--- config.mk ---
export PLATFORM = sky130hd
export DESIGN_NAME = pwm_cfg_arbiter
export DESIGN_NICKNAME = d
export VERILOG_FILES = /design/src/rtl/pwm_cfg_arbiter.sv
export SDC_FILE = /design/constraint.sdc
export NUM_CORES = 1
export LEC_CHECK = 0
export CAP_MARGIN = 0
export CORE_UTILIZATION = 55
export CTS_CLUSTER_DIAMETER = 40
export CTS_CLUSTER_SIZE = 40
export DETAILED_ROUTE_END_ITERATION = 7
export DONT_BUFFER_PORTS = 1
export PLACE_DENSITY = 0.76
export RECOVER_POWER = 100
export SLEW_MARGIN = 5
export SYNTH_ARGS = -nofsm -noshare
export SYNTH_HDL_FRONTEND = slang
export SYNTH_SLANG_ARGS = --single-unit
--- constraint.sdc ---
create_clock -name clk -period 2 [get_ports clk]
set_input_delay 0.3 -clock clk [delete_from_list [all_inputs] [get_ports clk]]
set_output_delay 0.3 -clock clk [all_outputs]
set_load 0.02 [all_outputs]
--- src/rtl/pwm_cfg_arbiter.sv ---
`default_nettype none
// ============================================================================
// Module      : pwm_cfg_arbiter
// Description : Two-requester round-robin write arbiter for the PWM /
//               output-enable configuration bank. Accepted writes land in
//               shadow registers. The shadow bank is copied to the active
//               bank at a PWM period boundary (only if something changed)
//               or on an explicit commit_now pulse, so outputs never change
//               mid-period. Also owns the PWM prescaler and the 8-bit period
//               counter.
// Ports       :
//   clk, rst_n                    clock, asynchronous active-low reset
//   reqN_valid/addr/data/ready    requester N write channel (N = 0, 1)
//   commit_now                    force a shadow->active copy this cycle
//   en_reg_* / pwm_duty_cycle     active configuration registers
//   pwm_cnt                       PWM period counter
//   period_end                    pulse on the last clk of a PWM period
//   commit_pending                shadow differs from the last commit
//   bad_addr                      pulse when an accepted write is out of map
// Revision    : 1.0 - initial release
// ============================================================================
module pwm_cfg_arbiter #(
    parameter int PWM_DIV = 3000
) (
    input  logic       clk,
    input  logic       rst_n,
    input  logic       req0_valid,
    input  logic [6:0] req0_addr,
    input  logic [7:0] req0_data,
    output logic       req0_ready,
    input  logic       req1_valid,
    input  logic [6:0] req1_addr,
    input  logic [7:0] req1_data,
    output logic       req1_ready,
    input  logic       commit_now,
    output logic [7:0] en_reg_out_7_0,
    output logic [7:0] en_reg_out_15_8,
    output logic [7:0] en_reg_pwm_7_0,
    output logic [7:0] en_reg_pwm_15_8,
    output logic [7:0] pwm_duty_cycle,
    output logic [7:0] pwm_cnt,
    output logic       period_end,
    output logic       commit_pending,
    output logic       bad_addr
);

    localparam int             NUM_REGS = 5;
    localparam int             DIV_W    = (PWM_DIV > 1) ? $clog2(PWM_DIV) : 1;
    localparam logic [DIV_W-1:0] DIV_MAX = DIV_W'(PWM_DIV - 1);
    localparam logic [6:0]     MAX_ADDR = 7'(NUM_REGS - 1);

    logic             last_q, last_d;
    logic [DIV_W-1:0] div_cnt_q, div_cnt_d;
    logic [7:0]       pwm_cnt_q, pwm_cnt_d;
    logic             dirty_q, dirty_d;
    logic [7:0]       shadow_q [NUM_REGS];
    logic [7:0]       shadow_d [NUM_REGS];
    logic [7:0]       active_q [NUM_REGS];
    logic [7:0]       active_d [NUM_REGS];

    logic             grant0;
    logic             grant1;
    logic             wr_en;
    logic [6:0]       wr_addr;
    logic [7:0]       wr_data;
    logic             addr_ok;
    logic             tick;
    logic             commit;

    // ------------------------------------------------------------------
    // Arbitration. Gated by rst_n so both grants are low while reset is
    // asserted, which also drops any write that was in flight.
    // ------------------------------------------------------------------
    always_comb begin
        grant0 = 1'b0;
        grant1 = 1'b0;
        if (rst_n) begin
            if (req0_valid && req1_valid) begin
                // Contention: the requester not granted last time wins.
                if (last_q) begin
                    grant0 = 1'b1;
                end else begin
                    grant1 = 1'b1;
                end
            end else if (req0_valid) begin
                grant0 = 1'b1;
            end else if (req1_valid) begin
                grant1 = 1'b1;
            end
        end
    end

    assign req0_ready = grant0;
    assign req1_ready = grant1;
    assign wr_en      = grant0 | grant1;
    assign wr_addr    = grant1 ? req1_addr : req0_addr;
    assign wr_data    = grant1 ? req1_data : req0_data;
    assign addr_ok    = (wr_addr <= MAX_ADDR);
    assign bad_addr   = wr_en && !addr_ok;

    // ------------------------------------------------------------------
    // Prescaler and period counter
    // ------------------------------------------------------------------
    assign tick       = (div_cnt_q == DIV_MAX);
    assign period_end = tick && (pwm_cnt_q == 8'hFF);

    always_comb begin
        div_cnt_d = tick ? '0 : div_cnt_q + 1'b1;
        pwm_cnt_d = tick ? pwm_cnt_q + 8'd1 : pwm_cnt_q;
    end

    // A commit copies the shadow values as they were before any write
    // accepted this same cycle; that write then leaves dirty set.
    assign commit = (period_end && dirty_q) || commit_now;

    always_comb begin
        last_d  = last_q;
        dirty_d = dirty_q;
        for (int i = 0; i < NUM_REGS; i++) begin
            shadow_d[i] = shadow_q[i];
            active_d[i] = commit ? shadow_q[i] : active_q[i];
        end

        if (grant0) begin
            last_d = 1'b0;
        end else if (grant1) begin
            last_d = 1'b1;
        end

        if (commit) begin
            dirty_d = 1'b0;
        end

        if (wr_en && addr_ok) begin
            dirty_d = 1'b1;
            for (int i = 0; i < NUM_REGS; i++) begin
                if (wr_addr == 7'(i)) begin
                    shadow_d[i] = wr_data;
                end
            end
        end
    end

    always_ff @(posedge clk or negedge rst_n) begin
        if (!rst_n) begin
            last_q    <= 1'b1;
            div_cnt_q <= '0;
            pwm_cnt_q <= '0;
            dirty_q   <= 1'b0;
            for (int i = 0; i < NUM_REGS; i++) begin
                shadow_q[i] <= '0;
                active_q[i] <= '0;
            end
        end else begin
            last_q    <= last_d;
            div_cnt_q <= div_cnt_d;
            pwm_cnt_q <= pwm_cnt_d;
            dirty_q   <= dirty_d;
            for (int i = 0; i < NUM_REGS; i++) begin
                shadow_q[i] <= shadow_d[i];
                active_q[i] <= active_d[i];
            end
        end
    end

    assign en_reg_out_7_0  = active_q[0];
    assign en_reg_out_15_8 = active_q[1];
    assign en_reg_pwm_7_0  = active_q[2];
    assign en_reg_pwm_15_8 = active_q[3];
    assign pwm_duty_cycle  = active_q[4];
    assign pwm_cnt         = pwm_cnt_q;
    assign commit_pending  = dirty_q;

endmodule
`default_nettype wire

Yosys cells after proc, flatten, opt, wreduce, memory -nomap -nowiden
Index checks and enable logic that the tools add are counted.
{ "word_totals": {"ff_bits": 102, "input_bits": 35, "out_inout_bits": 53, "elab_cells": 55} }
{ "op_classes": {"n_addsub": 2, "n_lt_le_gt_ge": 1, "eq_ne": 6, "n_mux": 16, "bitwise_logic": 1, "n_reduce_logical": 15} }
{ "op_table": {"columns": ["cell", "n"], "rows": [
  ["equality test 7 x 2 -> 1 bit (second input constant)", 2],
  ["2-to-1 mux 1 bit", 13],
  ["adder 12 x 1 -> 12 bit (second input constant)", 1],
  ["equality test 12 bit (second input constant)", 1],
  ["2-to-1 mux 12 bit", 1],
  ["AND reduction 2 bit", 5],
  ["adder 8 x 1 -> 8 bit (second input constant)", 1],
  ["equality test 8 bit (second input constant)", 1],
  ["2-to-1 mux 8 bit", 1],
  ["equality test 7 x 1 -> 1 bit (second input constant)", 1],
  ["equality test 7 x 3 -> 1 bit (second input constant)", 1],
  ["less-or-equal comparator 7 x 3 -> 1 bit (second input constant)", 1],
  ["zero test 7 bit", 1],
  ["2-to-1 mux 7 bit", 1],
  ["logical AND 1 bit", 5],
  ["nonzero test 2 bit", 2],
  ["zero test 1 bit", 1],
  ["logical OR 1 bit", 1],
  ["OR 1 bit", 1]
]} }

Longest topological paths before layout
{ "logic_depth": {"depth_word": 8, "depth_mapped": 7, "depth_no_buf": 6} }

Worst setup path after synthesis
OpenSTA, ideal clock, no wires.
{ "synth_path": {"path_type": "register -> register", "from": "register div_cnt_q[0]", "to": "register active_q (netlist bit en_reg_out_15_8[0])", "setup_time_ns": 0.125, "arrival_ns": 1.963, "t_required_ns": 1.875, "path_slack_ns": -0.088, "stages_incl_launch_ff": 8, "path_buffers": 1, "period_less_slack_ns": 2.088, "path_cell_list": "dfrtp_1 ha_1 and4_1 nand3_1 nor2_1 a21oi_1 clkbuf_1 mux2_2"} }
{ "synth_between": {"elab_chain_cells": 4} }
{ "synth_lines": {"columns": ["element", "line", "source"], "rows": [
  ["start: declaration", "53", "logic [DIV_W-1:0] div_cnt_q, div_cnt_d;"],
  ["start signal: assignment", "156", "div_cnt_q <= div_cnt_d;"],
  ["equality test 12 bit", "104", "assign tick = (div_cnt_q == DIV_MAX);"],
  ["logical AND 1 bit", "105", "assign period_end = tick && (pwm_cnt_q == 8'hFF);"],
  ["net period_end", "42", "output logic period_end,"],
  ["logical AND 1 bit", "114", "assign commit = (period_end && dirty_q) || commit_now;"],
  ["logical OR 1 bit", "114", null],
  ["end signal: indexed assignment", "161", "active_q[i] <= active_d[i];"],
  ["end: declaration", "58", "logic [7:0] active_q [NUM_REGS];"]
]} }
The timed path passes the listed nets, and every way through them passes these cells.
A chain may end at the register's enable or synchronous reset.

Final worst setup path
{ "layout_path": {"from": "register last_q", "to": "register shadow_q[30] (netlist name)"} }
{ "layout_between": {"elab_chain_cells": 7, "elab_cells_between_ends": 13, "classes_between": "1 x order compare; 1 x eq/ne; 8 x mux; 1 x bitwise; 2 x reduce/logical"} }
{ "layout_lines": {"columns": ["element", "line", "source"], "rows": [
  ["start: declaration", "52", "logic last_q, last_d;"],
  ["start signal: assignment", "155", "last_q <= last_d;"],
  ["2-to-1 mux 1 bit", "80", "if (last_q) begin"],
  ["2-to-1 mux 1 bit", "78", "if (req0_valid && req1_valid) begin"],
  ["2-to-1 mux 1 bit", "77", "if (rst_n) begin"],
  ["2-to-1 mux 7 bit", "96", "assign wr_addr = grant1 ? req1_addr : req0_addr;"],
  ["less-or-equal comparator 7 x 3 -> 1 bit", "98", "assign addr_ok = (wr_addr <= MAX_ADDR);"],
  ["logical AND 1 bit", "134", "if (wr_en && addr_ok) begin"],
  ["AND reduction 2 bit (no line)", null, null],
  ["end signal: indexed assignment", "160", "shadow_q[i] <= shadow_d[i];"],
  ["end: declaration", "56", "logic [7:0] shadow_q [NUM_REGS];"]
]} }
Parallel ways exist; a longest one is shown, timed or not.

==> impl_metrics.py <==
metrics = {
    "synthesis": {
        "postSynthCellCount": 304,
        "synth_top_area_share_pct": 59.2,
        "yosys.cell_types.count": 36,
        "synth_top_area_cell": "dfrtp_1",
        "yosys_warnings": 0,
        "ys_ff_latch": 102,
        "async_flop_share_pct": 100,
        "synth_edf_count": 0,
        "syn_area_mm2": 0.00427,
        "synth_fp_nets": 341,
        "synthMostInstantiatedCell": "dfrtp_1",
        "yosysSeqAreaShare_pct": 59.8,
        "synth_area_leaders": "dfrtp_1 59%, mux2_2 21%, nand2_1 2.9%, nor4_4 2.5%, xnor2_1 1.8%",
        "synth_ff_type": "dfrtp_1",
        "netlist_top_cells_count": "101 x dfrtp_1, 81 x mux2_2, 33 x nand2_1",
        "synth_area_per_cell_um2": 14.0,
    },
    "min_path": {
        "hold_class": "in -> async",
    },
    "global_routing": {
        "grt-ovfl-total": 0,
        "grt_pass1_vias": 2564,
        "grt_max_degree": 110,
        "grt_pass1_wl_um": 14000,
        "grtUsageTotal_pct": 22.4,
        "antenna_found_initial": 0,
    },
    "detailed_routing": {
        "num_vias": 2502,
        "drtIter0Drc": 90,
        "drt-pass1-iter-count": 4,
        "met2_length_um": 3940,
        "wl_met3_um": 460,
        "drc": 0,
        "routed_wl_um": 8540,
        "drt-vias-per-instance": 5.66,
        "ant_nets": 0,
        "wl_per_cell_um": 19.3,
        "wl_met1_um": 4050,
        "routed.top_layer": "met4",
    },
    "critical_path": {
        "cp_max_fo": 6,
        "path_cells": "a21boi_4 > nand2_4 > inv_8 > mux2i_4 > buf_4 > nor4_4 > buf_4 > mux2_2",
        "cpPeakStageDelay_ns": 0.58,
        "critPathRequiredTime_ns": 2.26,
        "arrival_ns": 2.36,
        "crit_slowest_cell": "dfstp_2",
        "path_buf_inv": 3,
        "crit_family": "flip-flops",
        "end_kind": "flop",
        "worstSetupPathType": "reg -> reg",
        "startpoint_type": "flop",
        "rr_worst_depth": 8,
        "crit_top_cell": "buf_4",
        "cp.depth": 8,
    },
    "clock_network": {
        "clk_pin_slew_ns": 0.11,
        "htree_num_levels": 3,
        "hold_buffers": 2,
        "cts_root_buffer": "clkbuf_8",
        "cts_inserted_buffers": 9,
        "clock_path_buffers": 2,
        "clk_latency_ns": 0.37,
        "cts_tree": "yes",
        "clock-sinks": 102,
    },
    "timing": {
        "finalCriticalPeriod_ns": 2.10,
        "rsz0062_at_grt": "true",
        "period_share_pct": 105,
        "fin_skew_ns": 0.0114,
        "setup_viol": 41,
        "maxSlewHeadroom_pct": 68.6,
        "holdWs_ns": -0.389,
        "hold_viol_final": 102,
        "timing.fmax_mhz": 476,
        "worst_slack_ns": -0.0993,
        "drv_slew": 0,
        "worst_pin_slew_ns": 0.467,
    },
    "pwr": {
        "ir_worst_vdd_mv": 0.519,
        "p_leak_nw": 2.48,
        "powerDensity_mw_per_mm2": 826,
        "total_power_mw": 4.20,
    },
    "floorplan": {
        "die_area_mm2": 0.00812,
        "dieHeight_um": 90.1,
        "die_w_um": 90.1,
        "core-area_mm2": 0.00737,
        "start_util_pct": 57.9,
        "num_rows": 31,
        "ioPinCount": 88,
    },
    "run_status": {
        "violations": "hold timing, setup timing",
        "status": "finished with violations",
    },
    "place": {
        "post-dp-hpwl_um": 5540,
        "pre_cts_slack_ns": -0.0636,
        "io_buffers": 0,
        "place_area_mm2": 0.00462,
        "globalplace.congestion": 0.742,
    },
    "cells_and_area": {
        "layout-drive-gt1-share_pct": 41.7,
        "finalInstanceArea_mm2": 0.00509,
        "antenna_cells": 0,
        "fin_nets": 375,
        "syn2layout_area_growth_pct": 19.3,
        "fin_util_pct": 69.1,
    },
    "run": {
        "cap_violations": 0,
    },
}
[where the power goes]
part           total, mW  leakage [nW]  switching, mW  internal (mW)
logic              0.397         0.975          0.163          0.235
registers           2.41          1.39          0.196           2.21
clock network       1.40         0.113          0.776          0.622
total               4.20          2.48           1.14           3.07
[state kept, by name, summed over array words and instances (netlist names)]
name / cells
pwm_cnt: 8
last_q: 1
div_cnt_q: 12
shadow_q: 40
en_reg_pwm_7_0: 8
en_reg_out_7_0: 8
commit_pending: 1
en_reg_pwm_15_8: 8
en_reg_out_15_8: 8
pwm_duty_cycle: 8
[area by class of cell]
class,instances,area (µm²)
clock inverters,7,97.6
inverters,2,15.0
clock buffers,9,124
multi-input cells,192,1910
flip-flops and latches,102,2550
repair buffers,31,263
well taps,99,124
fillers,513,2280
[worst paths after layout]
path                       slack [ns]                    endpoint                      from
setup / recovery                 -0.1    shadow_q[30]$_DFFE_PN0P_        last_q$_DFFE_PN1P_
hold / removal                  -0.39      pwm_cnt[4]$_DFFE_PN0N_                     rst_n
setup reg to reg                 -0.1    shadow_q[30]$_DFFE_PN0P_        last_q$_DFFE_PN1P_
hold reg to reg                  0.52    shadow_q[13]$_DFFE_PN0P_  shadow_q[13]$_DFFE_PN0P_
max in group asynchronous        2.19          last_q$_DFFE_PN1P_                     rst_n
min in group clk                 0.12  commit_pending$_DFFE_PN0P_                commit_now
[kinds of logic (layout without fill, tap and decap cells)]
kind of cell	count (synthesis)	after routing	share of synthesized area, %
flops	102	102	59.8
mux	86	86	22.9
simple gates	76	76	10.6
xor+xnor	16	16	3.28
compound gates	12	12	1.96
buf+inv	10	49	0.908
fa+ha+maj	2	2	0.586
[what timing repair did]
item                                    CTS  global route
resized for setup                        38            11
hold endpoints to repair                103           102
endpoints found under the setup margin   42            43
pin swaps                                 6             5
setup buffers                             5             1
[stage by stage]
stage	hold slack [ns]	std cells	setup TNS (ns)
6_report	-0.389	442	-2.47
5_1_grt	-0.413	442	-4.72
4_1_cts	-0.405	441	-2.18
3_5_place_dp	0.00702	418	-0.918
3_3_place_gp	0.00641	418	-0.239
2_1_floorplan	0.00441	304	-5.03
[per-layer routing]
layer | track usage [%] | up-vias
met5 | 0 | -
met1 | 32.5 | 1294
met4 | 7.26 | 0
li1 | - | 1141
met2 | 33.0 | 56
met3 | 6.01 | 11
[placed cells by master, fill, tap and decap left out, types with 2 or more instances in the layout]
cell type      count
inv_8              4
mux2_2            47
buf_6              7
nor2_1            10
nand2_1           32
xnor2_1            9
nor4_4             5
clkbuf_8           9
mux2_4            36
clkbuf_1           7
o21ai_0            3
and3_1             5
nand3_1            6
dfrtp_1          101
nor4_1             2
ha_1               2
and4_1             3
nand4_1            4
mux2i_4            3
xor2_1             7
buf_12             2
dlygate4sd3_1      2
buf_4             13
Power figures use the tool's default switching activity.
==> patch 1: new RTL, same settings <==
Reset style: synchronous (`rst_n`), changed in one clocked block. Comments in the files are not updated.
--- a/src/rtl/pwm_cfg_arbiter.sv
+++ b/src/rtl/pwm_cfg_arbiter.sv
@@ -142,5 +142,5 @@
     end
 
-    always_ff @(posedge clk or negedge rst_n) begin
+    always_ff @(posedge clk) begin
         if (!rst_n) begin
             last_q    <= 1'b1;
Function: differs if rst_n is asserted again (counterexample within 4 cycles, from zero or initial values and one cycle with rst_n low); with rst_n held inactive, the same outputs for 4 cycles.
==> patch 1 against the original RTL <==
Sequential share of layout area is 3.4 points lower; non-clock buffer count decreased by 10; wire length down 5.4%; area after synthesis decreased by 8.6%; cell count increased by 18%; sequential cell count is the same; die area down 8.5%; design area decreased by 14%; setup slack improved by 180 ps.
Power is not compared: it rests on default switching activity, and its combinational part moved more than twofold at a synthesized area within 25%.
==> patch 1: results (changes against the original RTL) <==
- Routed via count: 2870 (+15%)
- For hold timing, the worst endpoint is last_q.
* Primary FF master, synth: dfxtp_1
- Worst VDD drop: 0.000492 V
- The number of antenna violations at the first check in global routing was 0 (unchanged).
* Beginning of the worst register-to-register path: div_cnt_q[1]
* Min-Delay Path Depth: 1
- Share of synthesized registers carrying an async set or reset: 0% (-100 points)
- DR iter-0 viols: 219 (+140%)
* Destination of the worst register-to-register timing path: commit_pending
- Wirelength per Cell: 15.5 microns (-20%)
* Buffers outside the clock class: 21 (-32%)
* Largest net degree at the start of global routing: 95 (-14%)
- Run status: completed
* Arrival time of the worst setup path: 1610 ps (-750 ps)
- The area occupied by registers is 2040 sq um (-20%).
- The clock transition at the registers of the reported paths is 90 ps (-20 ps).
- Startpoint of the lowest-slack hold path: req0_valid
- Clk buf depth: 2 (unchanged)
* Longest individual stage delay on the worst path: 490 ps (-90 ps)
* Measured slew at the worst slew-check pin: 454 ps (-13.3 ps)
- Fraction of final layout cells sized beyond drive strength 1: 12.4% (-29 points)
* Leakage power: 1.63 nW
- The number of diodes added for antenna fixing was 0 (unchanged).
- Number of non-clock inverters: 5 (+3)
* Post-Syn Area per Cell: 9.42 sq um (-33%)
* Count of multi-input combinational gates: 283 (+47%)
- Post-detailed-placement cell area: 4130 sq um (-11%)
- The clock network area share is 4.41% (+0.059 points).
* Fraction of cell area in non-clock buffers: 4.32% (-0.84 points)
- The number of cells traversed by the worst register-to-register path came to 8 (unchanged).
- Post-Synthesis Net Count: 451 (+32%)
* Maximum level of the CTS H-tree: 3 (unchanged)
- Maxcap violations: 0 (unchanged)
- HPWL reported at the end of detailed placement: 5500 microns (-0.66%)
- Grouping stages by cell kind, the critical path spends the most delay in simple AND/OR/NAND/NOR gates.
- Counting instances in the post-synthesis netlist gives the leading cell types as dfxtp_1, nand2_1, nand3_1.
* Final-layout fill cell count: 577 (+12%)
- The total global routing track utilization was 22.7% (+0.29 points).
- Number of distinct library cells after synthesis: 36 (unchanged)
* Regs by FF count: active_q: 40 flops, shadow_q: 40 flops, div_cnt_q: 12 flops
- Number of warning messages in the yosys log: 0 (unchanged)
- In the post-synthesis netlist, the biggest area contributors are dfxtp_1, mux2i_1, nand3_1.
- The proportion of synthesized chip area in sequential cells was 52.4% (-7.5 points).
- Clock buf count: 9 (unchanged)
* Final setup skew: 13.4 ps (+1.95 ps)
- The final layout net count came to 459 (+22%).
- The via count of the first global-routing pass was 2699 (+5.3%).
- Worst Hold Class: in2reg
- The largest fanout on the critical path is 3 (-3).
* Slowest library cell on the worst path: dfxtp_1
- First-pass GRT wire length: 12900 microns (-8.0%)
- IO buf count: 0 (unchanged)
* Slack of the worst reg-to-reg path: 130 ps (+230 ps)
* Cell chosen for the clock root: clkbuf_8
- The multi-input logic area is 1800 sq um (-5.8%).
- Final GP Congestion: 0.831 (+12%)
patch 1: worst max path at each step:
stage                            endpoint  slack [ps]         start  depth (start not counted)
after CTS                        bad_addr           9        last_q                          8
after floorplan           shadow_q[0][32]         -90  req0_addr[6]                          5
after global placement    shadow_q[0][36]        -120  req0_addr[6]                          6
after detailed placement  shadow_q[0][37]        -150  req0_addr[6]                          6
final                          period_end          90    pwm_cnt[5]                          3
after global routing             bad_addr         0.4        last_q                          8
patch 1: power by group:
part           leakage (nW)  total (mW)  switching (mW)  internal [mW]
combinational         0.719       0.147          0.0914         0.0558
sequential            0.822        2.05          0.0106           2.04
clock                0.0907        1.22           0.738          0.479
total                  1.63        3.41           0.840           2.57
patch 1: metal layers:
metal	vias up	GRT usage, %	wire (microns)
met2	89	36.2	3920
met1	1333	29.1	3510
met5	-	0	0
met3	5	5.52	547
met4	0	10.6	100
li1	1443	-	-
patch 1: kinds of logic (layout without fill, tap and decap cells):
group                    after synthesis  count (layout)  share of synthesized area (%)
XOR/XNOR                              17              17                           3.82
multiplexers                          51              51                           13.4
buffers and inverters                 29              42                           2.89
AND/OR/NAND/NOR                      162             162                           19.8
flip-flops                           102             102                           52.4
adder cells (fa/ha/maj)                2               2                          0.642
AO/OA/AOI/OAI                         51              51                           7.12
patch 1: metrics by stage:
stage          util [%]  worst slack, ps  hold WS, ps  std cells  TNS (ps)
3_3_place_gp       60.5             -123          411        504      -948
3_5_place_dp       60.5             -153          426        504     -1090
4_1_cts            63.6             8.76         40.6        521         0
2_1_floorplan         -            -92.1          400        414      -737
5_1_grt            64.0            0.383         36.0        523         0
6_report           64.0             85.1         49.4        523         0
patch 1: repair_timing:
item / CTS / global route
endpoints found under the setup margin: 2 / 8
pin swaps: 0 / 1
hold buffers: 0 / 0
buffers inserted: 1 / 2
gates resized for setup: 5 / 6
==> patch 2: new RTL, same settings <==
Made on the original files. The parameter `PWM_DIV` goes from 3000 to 6000.
--- a/src/rtl/pwm_cfg_arbiter.sv
+++ b/src/rtl/pwm_cfg_arbiter.sv
@@ -21,5 +21,5 @@
 // ============================================================================
 module pwm_cfg_arbiter #(
-    parameter int PWM_DIV = 3000
+    parameter int PWM_DIV = 6000
 ) (
     input  logic       clk,
Formal check against the unedited RTL: no difference found for any inputs over 4 cycles, from zero or initial values and one cycle with rst_n low; that may be too few to reach the edited logic, so the function may still have changed.
==> patch 2 against the original RTL <==
The run still ends with hold timing, setup timing left; area after synthesis rose by 1.6%; design area rose by 4.4%; setup slack got worse by 100 ps; total power rose by 4.4%; die area rose by 1.5%; clock skew rose by 6.4 ps; critical path depth fell by 1; first-iteration DRC count rose by 60%; sequential cell count rose by 1; wire length rose by 7.0%; combinational power rose by 20%; worst hold slack barely moved; highest routed layer unchanged.
==> patch 2: results (changes against the original RTL) <==
- Most numerous cell types in the synthesized netlist: dfrtp_1, mux2_2, nor2_1
* Post-detailed-placement cell area: 4700 sq um (+1.8%)
- Non-filler cells, final: 451 (+2.0%)
- The met3 wire length is 630 microns (+37%).
* DR iter-0 viols: 144 (+60%)
- The synthesized net count was 334 (-2.1%).
* Global routing met1 resource utilization: 29.7% (-2.8 points)
- CTS clk-pin slew, worst paths: 100 ps
- Maximum net fanout on the critical path: 3 (-3)
- Failing checks: hold timing, setup timing
* Met3 usage in global routing: 8.16% (+2.2 points)
- The maximum number of pins on one net before global-route repair is 108 (-1.8%).
- The number of antenna violations at the first check in global routing is 0 (unchanged).
- Final GP Congestion: 0.833 (+12%)
* Cell chosen for the clock root: clkbuf_8
* Final-layout fill cell count: 536 (+4.5%)
- The tightest min-delay check is of the in2async type.
* Vias in the first global route: 2663 (+3.9%)
- The largest registers in the layout are shadow_q: 40 flops, div_cnt_q: 13 flops.
* Min Hold Slack: -389 ps (+0.133 ps)
* Total Neg Setup Slack: -11510 ps (-9040 ps)
- Number of warning messages in the yosys log: 0 (unchanged)
- Fraction of final layout cells sized beyond drive strength 1: 46.1% (+4.4 points)
- The number of buffers created by CTS is 9 (unchanged).
- Signal routing reaches up to met4.
- The worst-case clock skew was 17.9 ps (+6.42 ps).
- The worst setup slack after layout was -204 ps (-104 ps).
- The number of failing hold endpoints at the final stage is 103 (+0.98%).
- The routed length per instance came to 20.3 microns (+4.9%).
- The proportion of synthesized chip area in sequential cells came to 59.5% (-0.34 points).
- First-pass GRT wire length: 14300 microns (+1.9%)
* Run status: finished, violations left
- Share of synthesized registers carrying an async set or reset: 100% (unchanged)
- Synth Instances: 297 (-2.3%)
- The number of setup buffers added after CTS was 9 (+4).
- The total global routing track utilization was 22.6% (+0.25 points).
- HPWL reported at the end of detailed placement: 5600 microns (+1.1%)
- The number of diodes added for antenna fixing was 0 (unchanged).
- The placed instance count came to 418 (unchanged).
- Met2 GRT Util: 36.1% (+3.2 points)
* Measured slew at the worst slew-check pin: 470 ps (+2.98 ps)
- The number of gates given a new drive strength after cts was 58 (+53%).
- The count of H-tree levels built during CTS was 3 (unchanged).
- The post-placement setup slack is -225 ps (-161 ps).
- The standby leakage power was 2.56 nW (+3.4%).
* Met2 WL: 4520 microns (+15%)
- The number of setup violations in the final report was 82 (+100%).
* Number of distinct library cells after synthesis: 34 (-5.6%)
- The routed metal-1 wire length came to 3920 microns (-3.3%).
* Top cells by area, synth: dfrtp_1, mux2_2, xnor2_1
- The worst-case clock buffer depth came to 2 (unchanged).
- At the later pin of the worst-skew pair, clock insertion delay measures 380 ps.
- The number of iterations in the first detailed-routing pass is 4 (unchanged).
* IO buf count: 0 (unchanged)
* Net count, final: 381 (+1.6%)
* Mean number of vias per cell: 5.74 (+1.5%)
- The worst voltage drop across the vdd grid came to 0.000546 V (+5.1%).
[patch 2: changes by cell type after synthesis, sizes merged, moves of 4 or more]
cell,unedited run,this run
and2,0,5
clkbuf,6,2
mux2,83,90
nand2,34,11
nor4,7,1
[patch 2: cell families after synthesis]
| group | share of synthesized area [%] |
|---|---|
| XOR/XNOR | 3.64 |
| adder cells (fa/ha/maj) | 0.577 |
| AND/OR/NAND/NOR | 8.80 |
| multiplexers | 23.4 |
| flip-flops | 59.5 |
| buffers and inverters | 1.01 |
| AO/OA/AOI/OAI | 3.12 |
[patch 2: critical path, cell delays in order, from the launching register on]
cell and delay [ps]:
dfstp_2 570, nand2_4 80, buf_4 140, nand3_1 140
o2111ai_4 190, a21oi_4 190, a21boi_1 80, buf_4 160
[patch 2: area by class of cell]
class	instances	area, sq um	share of cell area, %
sequential	103	2580	48.5
multi-input combinational	184	1960	36.9
timing repair buffer	43	423	7.96
clock buffer	11	141	2.66
tap	102	128	2.40
clock inverter	5	70.1	1.32
inverter	3	11.3	0.212
[patch 2: path summary, 6_finish.rpt]
check                        startpoint            end  slack [ps]  cells past startpoint
setup / recovery                 last_q       bad_addr        -200                      7
hold / removal                    rst_n  div_cnt_q[11]        -390                      0
setup reg to reg                 last_q    shadow_q[4]        -200                      7
hold reg to reg            shadow_q[12]   shadow_q[12]         520                      1
max in group asynchronous         rst_n         last_q        2120                      0
min in group clk             req0_valid         last_q         130                      3
[patch 2: report_power, final]
| part | leakage, nW | total [mW] | internal [mW] | switching (mW) |
|---|---|---|---|---|
| Combinational | 1.05 | 0.477 | 0.295 | 0.183 |
| Clock | 0.108 | 1.40 | 0.641 | 0.760 |
| Sequential | 1.40 | 2.51 | 2.26 | 0.246 |
| Total | 2.56 | 4.39 | 3.20 | 1.19 |
